`src/rtl/spi_cfg_master_if.sv`:
```
// Bundles the configuration-sequencer handshake and the 3-wire SPI pad
// signals of spi_cfg_master. ADDR_W/DATA_W must match the master's.
interface spi_cfg_master_if #(
  parameter int ADDR_W = 13,
  parameter int DATA_W = 8
);
  logic              start;
  logic              rw;
  logic [ADDR_W-1:0] addr;
  logic [DATA_W-1:0] wdata;
  logic              ready;
  logic              busy;
  logic              done;
  logic [DATA_W-1:0] rdata;
  logic              cs_n;
  logic              sclk;
  logic              sdio_o;
  logic              sdio_oe;
  logic              sdio_i;

  modport master (
    input  start, rw, addr, wdata, sdio_i,
    output ready, busy, done, rdata, cs_n, sclk, sdio_o, sdio_oe
  );

  modport slave (
    output start, rw, addr, wdata, sdio_i,
    input  ready, busy, done, rdata, cs_n, sclk, sdio_o, sdio_oe
  );
endinterface

```
`src/rtl/spi_cfg_master.sv`:
```
// 3-wire SPI configuration master: frame {rw, 2'b00, addr, data} sent MSB
// first in SPI mode 0, programmable SCLK divider and cs_n setup/hold, with
// half-duplex read-back of the data field over the shared SDIO line.
module spi_cfg_master #(
  parameter int ADDR_W   = 13,
  parameter int DATA_W   = 8,
  parameter int CLK_DIV  = 2,
  parameter int CS_SETUP = 1,
  parameter int CS_HOLD  = 1
) (
  input logic             clk,
  input logic             rst,
  spi_cfg_master_if.master bus
);

  localparam int HDR_W   = 3 + ADDR_W;
  localparam int FRAME_W = HDR_W + DATA_W;
  localparam int PERIOD  = 2 * CLK_DIV;
  localparam int CNT_MAX = (CS_SETUP > PERIOD) ?
                           ((CS_SETUP > CS_HOLD) ? CS_SETUP : CS_HOLD) :
                           ((PERIOD > CS_HOLD) ? PERIOD : CS_HOLD);
  localparam int CNT_W   = $clog2(CNT_MAX + 1);
  localparam int BIT_W   = $clog2(FRAME_W + 1);

  localparam logic [CNT_W-1:0] SETUP_LAST  = CNT_W'(CS_SETUP - 1);
  localparam logic [CNT_W-1:0] PERIOD_LAST = CNT_W'(PERIOD - 1);
  localparam logic [CNT_W-1:0] HALF        = CNT_W'(CLK_DIV);
  localparam logic [CNT_W-1:0] HOLD_LAST   = CNT_W'(CS_HOLD - 1);
  localparam logic [BIT_W-1:0] BIT_LAST    = BIT_W'(FRAME_W - 1);
  localparam logic [BIT_W-1:0] DATA_FIRST  = BIT_W'(HDR_W);

  typedef enum logic [1:0] {S_IDLE, S_SETUP, S_SHIFT, S_HOLD} state_t;

  state_t             state, state_d;
  logic [CNT_W-1:0]   cnt, cnt_d;
  logic [BIT_W-1:0]   bit_idx, bit_d;
  logic [FRAME_W-1:0] sreg, sreg_d;
  logic               rw_q, rw_d;
  logic [DATA_W-1:0]  rx;

  // Next output values (p0) and their registered copies (p1)
  logic              cs_n_p0, sclk_p0, sdio_p0, oe_p0, done_p0;
  logic              sample_p0, load_rdata_p0;
  logic              cs_n_p1, sclk_p1, sdio_p1, oe_p1, done_p1;
  logic [DATA_W-1:0] rdata_p1;

  // State register: FSM state and its phase/bit counters
  always_ff @(posedge clk) begin
    if (rst) begin
      state   <= S_IDLE;
      cnt     <= '0;
      bit_idx <= '0;
    end else begin
      state   <= state_d;
      cnt     <= cnt_d;
      bit_idx <= bit_d;
    end
  end

  // Next state: phase sequencing, request capture and frame shifting
  always_comb begin
    state_d = state;
    cnt_d   = cnt;
    bit_d   = bit_idx;
    sreg_d  = sreg;
    rw_d    = rw_q;
    case (state)
      S_IDLE: begin
        if (bus.start) begin
          state_d = S_SETUP;
          cnt_d   = '0;
          bit_d   = '0;
          rw_d    = bus.rw;
          // Read frames send zeros in the data field while the pad is released
          sreg_d  = {bus.rw, 2'b00, bus.addr, (bus.rw ? {DATA_W{1'b0}} : bus.wdata)};
        end
      end
      S_SETUP: begin
        if (cnt == SETUP_LAST) begin
          state_d = S_SHIFT;
          cnt_d   = '0;
        end else begin
          cnt_d = cnt + 1'b1;
        end
      end
      S_SHIFT: begin
        if (cnt == PERIOD_LAST) begin
          cnt_d = '0;
          if (bit_idx == BIT_LAST) begin
            state_d = S_HOLD;
          end else begin
            bit_d  = bit_idx + 1'b1;
            sreg_d = {sreg[FRAME_W-2:0], 1'b0};
          end
        end else begin
          cnt_d = cnt + 1'b1;
        end
      end
      S_HOLD: begin
        if (cnt == HOLD_LAST) begin
          state_d = S_IDLE;
          cnt_d   = '0;
        end else begin
          cnt_d = cnt + 1'b1;
        end
      end
      default: state_d = S_IDLE;
    endcase
  end

  // Output decode from the next state so every pad output comes from a flop
  always_comb begin
    cs_n_p0       = (state_d == S_IDLE);
    sclk_p0       = (state_d == S_SHIFT) && (cnt_d >= HALF);
    oe_p0         = !(rw_d && (state_d == S_SHIFT) && (bit_d >= DATA_FIRST));
    sdio_p0       = oe_p0 && ((state_d == S_SETUP) || (state_d == S_SHIFT)) ?
                    sreg_d[FRAME_W-1] : 1'b0;
    done_p0       = (state == S_HOLD) && (state_d == S_IDLE);
    sample_p0     = (state_d == S_SHIFT) && (cnt_d == HALF);
    load_rdata_p0 = rw_q && (state == S_SHIFT) && (state_d == S_HOLD);
  end

  // Frame data path: shift register, latched direction, read-back shifter
  always_ff @(posedge clk) begin
    sreg <= sreg_d;
    rw_q <= rw_d;
    if (sample_p0) begin
      rx <= (rx << 1) | DATA_W'(bus.sdio_i);
    end
  end

  // Registered outputs (p0 -> p1)
  always_ff @(posedge clk) begin
    if (rst) begin
      cs_n_p1  <= 1'b1;
      sclk_p1  <= 1'b0;
      sdio_p1  <= 1'b0;
      oe_p1    <= 1'b1;
      done_p1  <= 1'b0;
      rdata_p1 <= '0;
    end else begin
      cs_n_p1 <= cs_n_p0;
      sclk_p1 <= sclk_p0;
      sdio_p1 <= sdio_p0;
      oe_p1   <= oe_p0;
      done_p1 <= done_p0;
      if (load_rdata_p0) begin
        rdata_p1 <= rx;
      end
    end
  end

  assign bus.cs_n    = cs_n_p1;
  assign bus.sclk    = sclk_p1;
  assign bus.sdio_o  = sdio_p1;
  assign bus.sdio_oe = oe_p1;
  assign bus.done    = done_p1;
  assign bus.rdata   = rdata_p1;
  assign bus.busy    = (state != S_IDLE);
  assign bus.ready   = (state == S_IDLE);

endmodule

```
`src/flat_wrapper.sv`:
```
// flat-port wrapper written by rule: the top's interface ports become plain ports
module spi_cfg_master_flat 
#(
  parameter int ADDR_W   = 13,
  parameter int DATA_W   = 8,
  parameter int CLK_DIV  = 2,
  parameter int CS_SETUP = 1,
  parameter int CS_HOLD  = 1
)
  (clk, rst, bus_start, bus_rw, bus_addr, bus_wdata, bus_sdio_i, bus_ready, bus_busy, bus_done, bus_rdata, bus_cs_n, bus_sclk, bus_sdio_o, bus_sdio_oe);
  spi_cfg_master_if #(.ADDR_W(ADDR_W), .DATA_W(DATA_W)) bus_i ();
  input logic clk;
  input logic rst;
  input wire logic [$bits(bus_i.start)-1:0] bus_start;
  input wire logic [$bits(bus_i.rw)-1:0] bus_rw;
  input wire logic [$bits(bus_i.addr)-1:0] bus_addr;
  input wire logic [$bits(bus_i.wdata)-1:0] bus_wdata;
  input wire logic [$bits(bus_i.sdio_i)-1:0] bus_sdio_i;
  output wire logic [$bits(bus_i.ready)-1:0] bus_ready;
  output wire logic [$bits(bus_i.busy)-1:0] bus_busy;
  output wire logic [$bits(bus_i.done)-1:0] bus_done;
  output wire logic [$bits(bus_i.rdata)-1:0] bus_rdata;
  output wire logic [$bits(bus_i.cs_n)-1:0] bus_cs_n;
  output wire logic [$bits(bus_i.sclk)-1:0] bus_sclk;
  output wire logic [$bits(bus_i.sdio_o)-1:0] bus_sdio_o;
  output wire logic [$bits(bus_i.sdio_oe)-1:0] bus_sdio_oe;
  assign bus_i.start = bus_start;
  assign bus_i.rw = bus_rw;
  assign bus_i.addr = bus_addr;
  assign bus_i.wdata = bus_wdata;
  assign bus_i.sdio_i = bus_sdio_i;
  assign bus_ready = bus_i.ready;
  assign bus_busy = bus_i.busy;
  assign bus_done = bus_i.done;
  assign bus_rdata = bus_i.rdata;
  assign bus_cs_n = bus_i.cs_n;
  assign bus_sclk = bus_i.sclk;
  assign bus_sdio_o = bus_i.sdio_o;
  assign bus_sdio_oe = bus_i.sdio_oe;
  spi_cfg_master #(.ADDR_W(ADDR_W), .DATA_W(DATA_W), .CLK_DIV(CLK_DIV), .CS_SETUP(CS_SETUP), .CS_HOLD(CS_HOLD)) u_core (.clk(clk), .rst(rst), .bus(bus_i));
endmodule
```
`config.mk`:
```
export PLATFORM = sky130hd
export DESIGN_NAME = spi_cfg_master_flat
export DESIGN_NICKNAME = d
export VERILOG_FILES = /design/src/rtl/spi_cfg_master_if.sv /design/src/rtl/spi_cfg_master.sv /design/src/flat_wrapper.sv
export SDC_FILE = /design/constraint.sdc
export NUM_CORES = 1
export LEC_CHECK = 0
export ABC_AREA = 1
export CAP_MARGIN = 20
export CORE_MARGIN = 8
export CORE_UTILIZATION = 56
export DETAILED_ROUTE_END_ITERATION = 8
export GPL_ROUTABILITY_DRIVEN = 0
export MAX_ROUTING_LAYER = met4
export PLACE_DENSITY = 0.9
export SYNTH_ARGS = -nofsm -noshare
export SYNTH_HDL_FRONTEND = slang
export SYNTH_SLANG_ARGS = --single-unit
```
`constraint.sdc`:
```
create_clock -name clk -period 5.8 [get_ports clk]
set_input_delay 0.87 -clock clk [delete_from_list [all_inputs] [get_ports clk]]
set_output_delay 0.87 -clock clk [all_outputs]
set_load 0.03 [all_outputs]
```
Yosys cells after proc, flatten, opt, wreduce, memory -nomap -nowiden
Cells that the tools add are included.
{"block": "totals", "regBits": 56, "wordCells": 70}
{"block": "classes", "n_bitwise": 2, "n_reduce_logical": 18, "eq_ne": 12, "add_sub_neg": 2, "muxes": 21, "order_cmp": 2}
{"cell": "$mux 24", "count": 3}
{"cell": "$pmux 24 s2", "count": 1}
{"cell": "$mux 5", "count": 3}
{"cell": "$mux 2", "count": 5}
{"cell": "$pmux 5 s2", "count": 1}
{"cell": "$mux 3", "count": 3}
{"cell": "$pmux 3 s3", "count": 1}
{"cell": "$eq 2x2->1 const B", "count": 4}
{"cell": "$logic_and 1x1->1", "count": 8}
{"cell": "$mux 8", "count": 1}
{"cell": "$or 8x1->8", "count": 1}
{"cell": "$pmux 2 s4", "count": 1}
{"cell": "$eq 3x2->1 const B", "count": 2}
{"cell": "$add 5x1->5 const B", "count": 1}
{"cell": "$eq 5x5->1 const B", "count": 1}
{"cell": "$ge 5x5->1 const B", "count": 1}
{"cell": "$eq 2x1->1 const B", "count": 2}
{"cell": "$logic_not 2->1", "count": 2}
{"cell": "$ne 2x2->1 const B", "count": 2}
{"cell": "$reduce_and 4->1", "count": 1}
{"cell": "$reduce_bool 2->1", "count": 2}
{"cell": "$reduce_or 2->1", "count": 2}
{"cell": "$add 3x1->3 const B", "count": 1}
{"cell": "$ge 3x2->1 const B", "count": 1}
{"cell": "6 further kinds", "count": 7}

Logic depth before layout (Yosys ltp)
{"block": "depth", "word_depth": 11, "mapped_depth": 12, "ltp_nobuf": 12}

Least setup slack after synthesis
OpenSTA, ideal clock, no wires.
{"block": "synth_timing", "path_kind": "in2reg", "startpoint": "in bus_start", "endpoint": "reg u_core.rx[0] (enable)", "path_slack_ps": 3401, "t_required_ps": 5417, "n_path_buf": 0, "arrival_ps": 2016, "cell_stages": 6, "setup_time_ps": 383, "cell_sequence": "inv_1 nand2_2 nand3_1 ha_1 nand2_1 nor3_1"}
{"block": "synth_between", "elab_chain_cells": 4, "elab_cells_between_ends": 7, "classes_between": "eq/ne (2); mux (4); reduce/logical (1)"}
{"element": "start: declaration", "line": "flat_wrapper.sv:14", "rtl": "input wire logic [$bits(bus_i.start)-1:0] bus_start;"}
{"element": "$mux 3 / $mux 2 (equally long branches)", "line": "spi_cfg_master.sv:69", "rtl": "if (bus.start) begin"}
{"element": "$pmux 3 s3 / $pmux 2 s4 (equally long branches)", "line": "spi_cfg_master.sv:67", "rtl": "case (state)"}
{"element": "$eq 3x2->1 / $eq 2x2->1 (equally long branches)", "line": "spi_cfg_master.sv:119", "rtl": "sample_p0 = (state_d == S_SHIFT) && (cnt_d == HALF);"}
{"element": "$logic_and 1x1->1 *", "line": "spi_cfg_master.sv:119"}
{"element": "net u_core.sample_p0", "line": "spi_cfg_master.sv:43", "rtl": "logic sample_p0, load_rdata_p0;"}
{"element": "end signal: assignment", "line": "spi_cfg_master.sv:128", "rtl": "rx <= (rx << 1) | DATA_W'(bus.sdio_i);"}
{"element": "end: declaration", "line": "spi_cfg_master.sv:39", "rtl": "logic [DATA_W-1:0] rx;"}
The timed path passes the listed nets; every way through them passes the cells marked *.
A chain may end at the register's enable or synchronous reset.

Worst setup path in the final report
{"block": "layout_timing", "startpoint": "in bus_start", "endpoint": "reg u_core.rx[7] (enable)"}
The elaborated chain is that of the path after synthesis.

==> impl_results.md <==
* Outcome: finished, final reports clean
* Synthesized flop and latch total at 56
* DRT Pass-1 Iters at 5
* Port buffer count at 40
* Worst r2r path cells at 8
* Hold Crit Depth at 0
* Clock skew at 9.21 ps
* Clk Latency, worst-skew pair at 310 ps
* Final HPWL DP at 3640 µm
* CTS Root Cell: clkbuf_8
* Critical path's slowest cell: nor3_1
* Int Power at 756 µW
* CTS Buffer Depth at 2
* DRC at 0
* Fmax at 351 MHz
* First-pass GRT wire length at 8090 µm
* Hold path startpoint: u_core.rx[0]
* RR Endpoint: u_core.rx[7]
* Fraction of layout instances using a drive strength above 1 at 6.77%
* Worst Hold Class: flop to flop
* Setup WS post-layout at 2950 ps
* Initial core utilization at 58.4%
* Sw Share at 33.0%
* CTS resizes at 0
* Die W at 80.8 µm
* Die Span Y at 80.8 µm
* Post-synth top area share at 39.6%
* GRT Util Overall at 16.5%
* Final WL at 5010 µm
* Routed vias at 1732
* Placement Cell Area at 2780 µm²
* CTS tree: built
* WL/cell at 15.9 µm
* Initial antenna violation count at 0
* Pwr/cell area at 391 nW/µm²
* Ant diodes at 0
* CORE AREA at 4030 µm²
* Crit Reg-Reg Startpoint: u_core.cnt[0]
* Top cells by area, synth: edfxtp_1, dfxtp_1, a22o_1
* Nets at 299
* Final setup vio count at 0
* Mapped Area at 2350 µm²
* CTS Hold Buffers Added at 0
* Sw power at 372 µW
* Leak at 0.00115 µW
* R2R setup slack at 3010 ps
* WP data arrival at 2780 ps
* Critical path required time at 5730 ps
* Hold Path Sink: u_core.rx[1]
* Average instance area after synthesis at 10.6 µm²
* Pre-CTS setup slack at 2570 ps
* Seq/Total Area, Yosys at 60.8%
* Vias in the first global route at 1751
* H-tree depth at 2
* CTS sink count at 56
* Final TNS setup at 0 ps
* Largest net degree at the start of global routing at 26
* Worst slew pin tran at 1060 ps
* Die area at 6530 µm²
* RSZ-0062 raised after global routing: no
* Startpoint class of the critical path: input pin
* CP max stage delay at 840 ps
* Worst-path fanout max at 8
* Hold slack at 459 ps
* CP Cell Sequence: clkdlybuf4s50_1 > inv_1 > nand2_2 > nand3_1 > ha_1 > nand2_1 > nor3_1
* Area growth, synth to finish at 22.6%
* Met2 usage in global routing at 26.5%
* Initial DRC Count at 202
* Row count at 23
* Syn nets at 257
* GRT busiest layer: met2
* Nature of the critical path endpoint: flop
* M3 GR Usage at 5.52%
* Clk pwr share at 22.4%
* Met1 Track Usage GR at 19.1%
* Detail Route Antenna Nets at 0
* Core Util, Final at 71.6%
* Vias per inst at 5.48
* Biggest area consumer among synthesized cells: edfxtp_1
* Max-Cap Viols at 0
* Flop pwr share at 48.1%
* CP Class: input pin to flop
* CTS Buf Count at 5
* Post-Syn Instances at 223
* Combinational power share at 29.6%
* Yosys cell types at 26
* Slew margin rel. at 29.0%
* Fin. Hold Viols at 0
* Final instance area at 2890 µm²
* Slew Viols, Final at 0
* Postcts setup bufs at 0
* Final period utilization at 49.1%
* Worst vdd ir at 0.176 mV
* Final min period at 2850 ps
* GRT overflow at 0
* Syn. warnings at 0
* Ports at 41
* Worst-path clk slew at 90 ps
-- critical path, delay by kind of cell --
kind	cells	cell delay [ps]
fa+ha+maj	1	200
buf+inv	2	550
simple gates	4	1160
-- Yosys cell counts, drive strengths merged --
master,count
ha,8
clkbuf,2
buf,3
nor2,33
o21ai,13
nand4,2
nor3,1
a22o,20
inv,32
xor2,1
o211ai,1
nand2,31
a21oi,7
or2,1
nand3,9
nand3b,1
xnor2,1
dfxtp,25
edfxtp,31
nor4,1
-- logic make-up (layout without fill, tap and decap cells) --
group,count (synthesis),after routing,synth area share (%)
simple gates,79,79,15.3
flops,56,56,60.8
compound gates,41,41,12.0
buf+inv,37,80,6.86
fa+ha+maj,8,8,4.25
xor+xnor,2,2,0.744
-- power groups by stage --
stage / sequential, µW / clock (µW) / combinational, µW
floorplan: 566 / 0 / 202
global placement: 546 / 0 / 321
detailed placement: 552 / 0 / 331
CTS: 542 / 255 / 335
global route: 549 / 274 / 370
finish: 542 / 252 / 334
-- flip-flops by register name (all words and copies together), names as in the netlist, named ones only --
name                flops
u_core.bus.sdio_o       1
u_core.bit_idx          3
u_core.bus.sdio_oe      1
u_core.cnt              3
u_core.state            2
u_core.bus.cs_n         1
u_core.sreg            24
u_core.rw_q             1
u_core.bus.done         1
u_core.rx               8
u_core.bus.rdata        8
u_core.bus.sclk         1
-- metal layers --
metal  wire (µm)  vias up  share of wire, %
li1            -      837                 -
met1        2060      822                41
met2        2560       61                51
met3         323       12               6.4
met4          67        0               1.3
met5           0        -                 0
-- cell type report --
type                       count  area, µm²
clock inverter                 3       42.5
fill                         281       1140
sequential                    56       1430
multi-input combinational    130        761
inverter                      32        120
clock buffer                   5       68.8
timing repair buffer          40        400
tap                           50       62.6
-- placed cells by master, fill, tap and decap left out --
master | synthesis | final
clkdlybuf4s50_1 | 0 | 40
nor2_1 | 31 | 31
edfxtp_1 | 31 | 31
nand2_1 | 29 | 29
inv_1 | 28 | 28
dfxtp_1 | 25 | 25
a22o_1 | 20 | 20
o21ai_0 | 12 | 12
ha_1 | 8 | 8
nand3_1 | 7 | 7
a21oi_1 | 7 | 7
clkbuf_8 | 0 | 5
inv_2 | 4 | 4
nor2_4 | 2 | 2
nand2_2 | 2 | 2
nand4_1 | 2 | 2
nand3_4 | 1 | 1
nand3b_1 | 1 | 1
xor2_1 | 1 | 1
o21ai_1 | 1 | 1
o211ai_1 | 1 | 1
nor3_1 | 1 | 1
nand3_2 | 1 | 1
xnor2_1 | 1 | 1
or2_2 | 1 | 1
nor4_1 | 1 | 1
clkinv_4 | 0 | 1
bufinv_16 | 0 | 1
clkinv_1 | 0 | 1
-- per-stage QoR --
step	cells	power, µW
6_report	316	1130
5_1_grt	316	1190
4_1_cts	316	1130
3_5_place_dp	308	883
3_3_place_gp	308	867
2_1_floorplan	223	768
-- worst max path at each step --
stage	startpoint	to	slack, ps	cells past startpoint
floorplan	bus_start	u_core.rx[0]	3400	6
global placement	bus_start	u_core.rx[4]	2750	7
detailed placement	bus_start	u_core.rx[3]	2570	7
CTS	bus_start	u_core.rx[7]	2910	7
global route	u_core.cnt[0]	u_core.rx[7]	2790	8
finish	bus_start	u_core.rx[7]	2950	7
(Power assumes the default switching activity.)
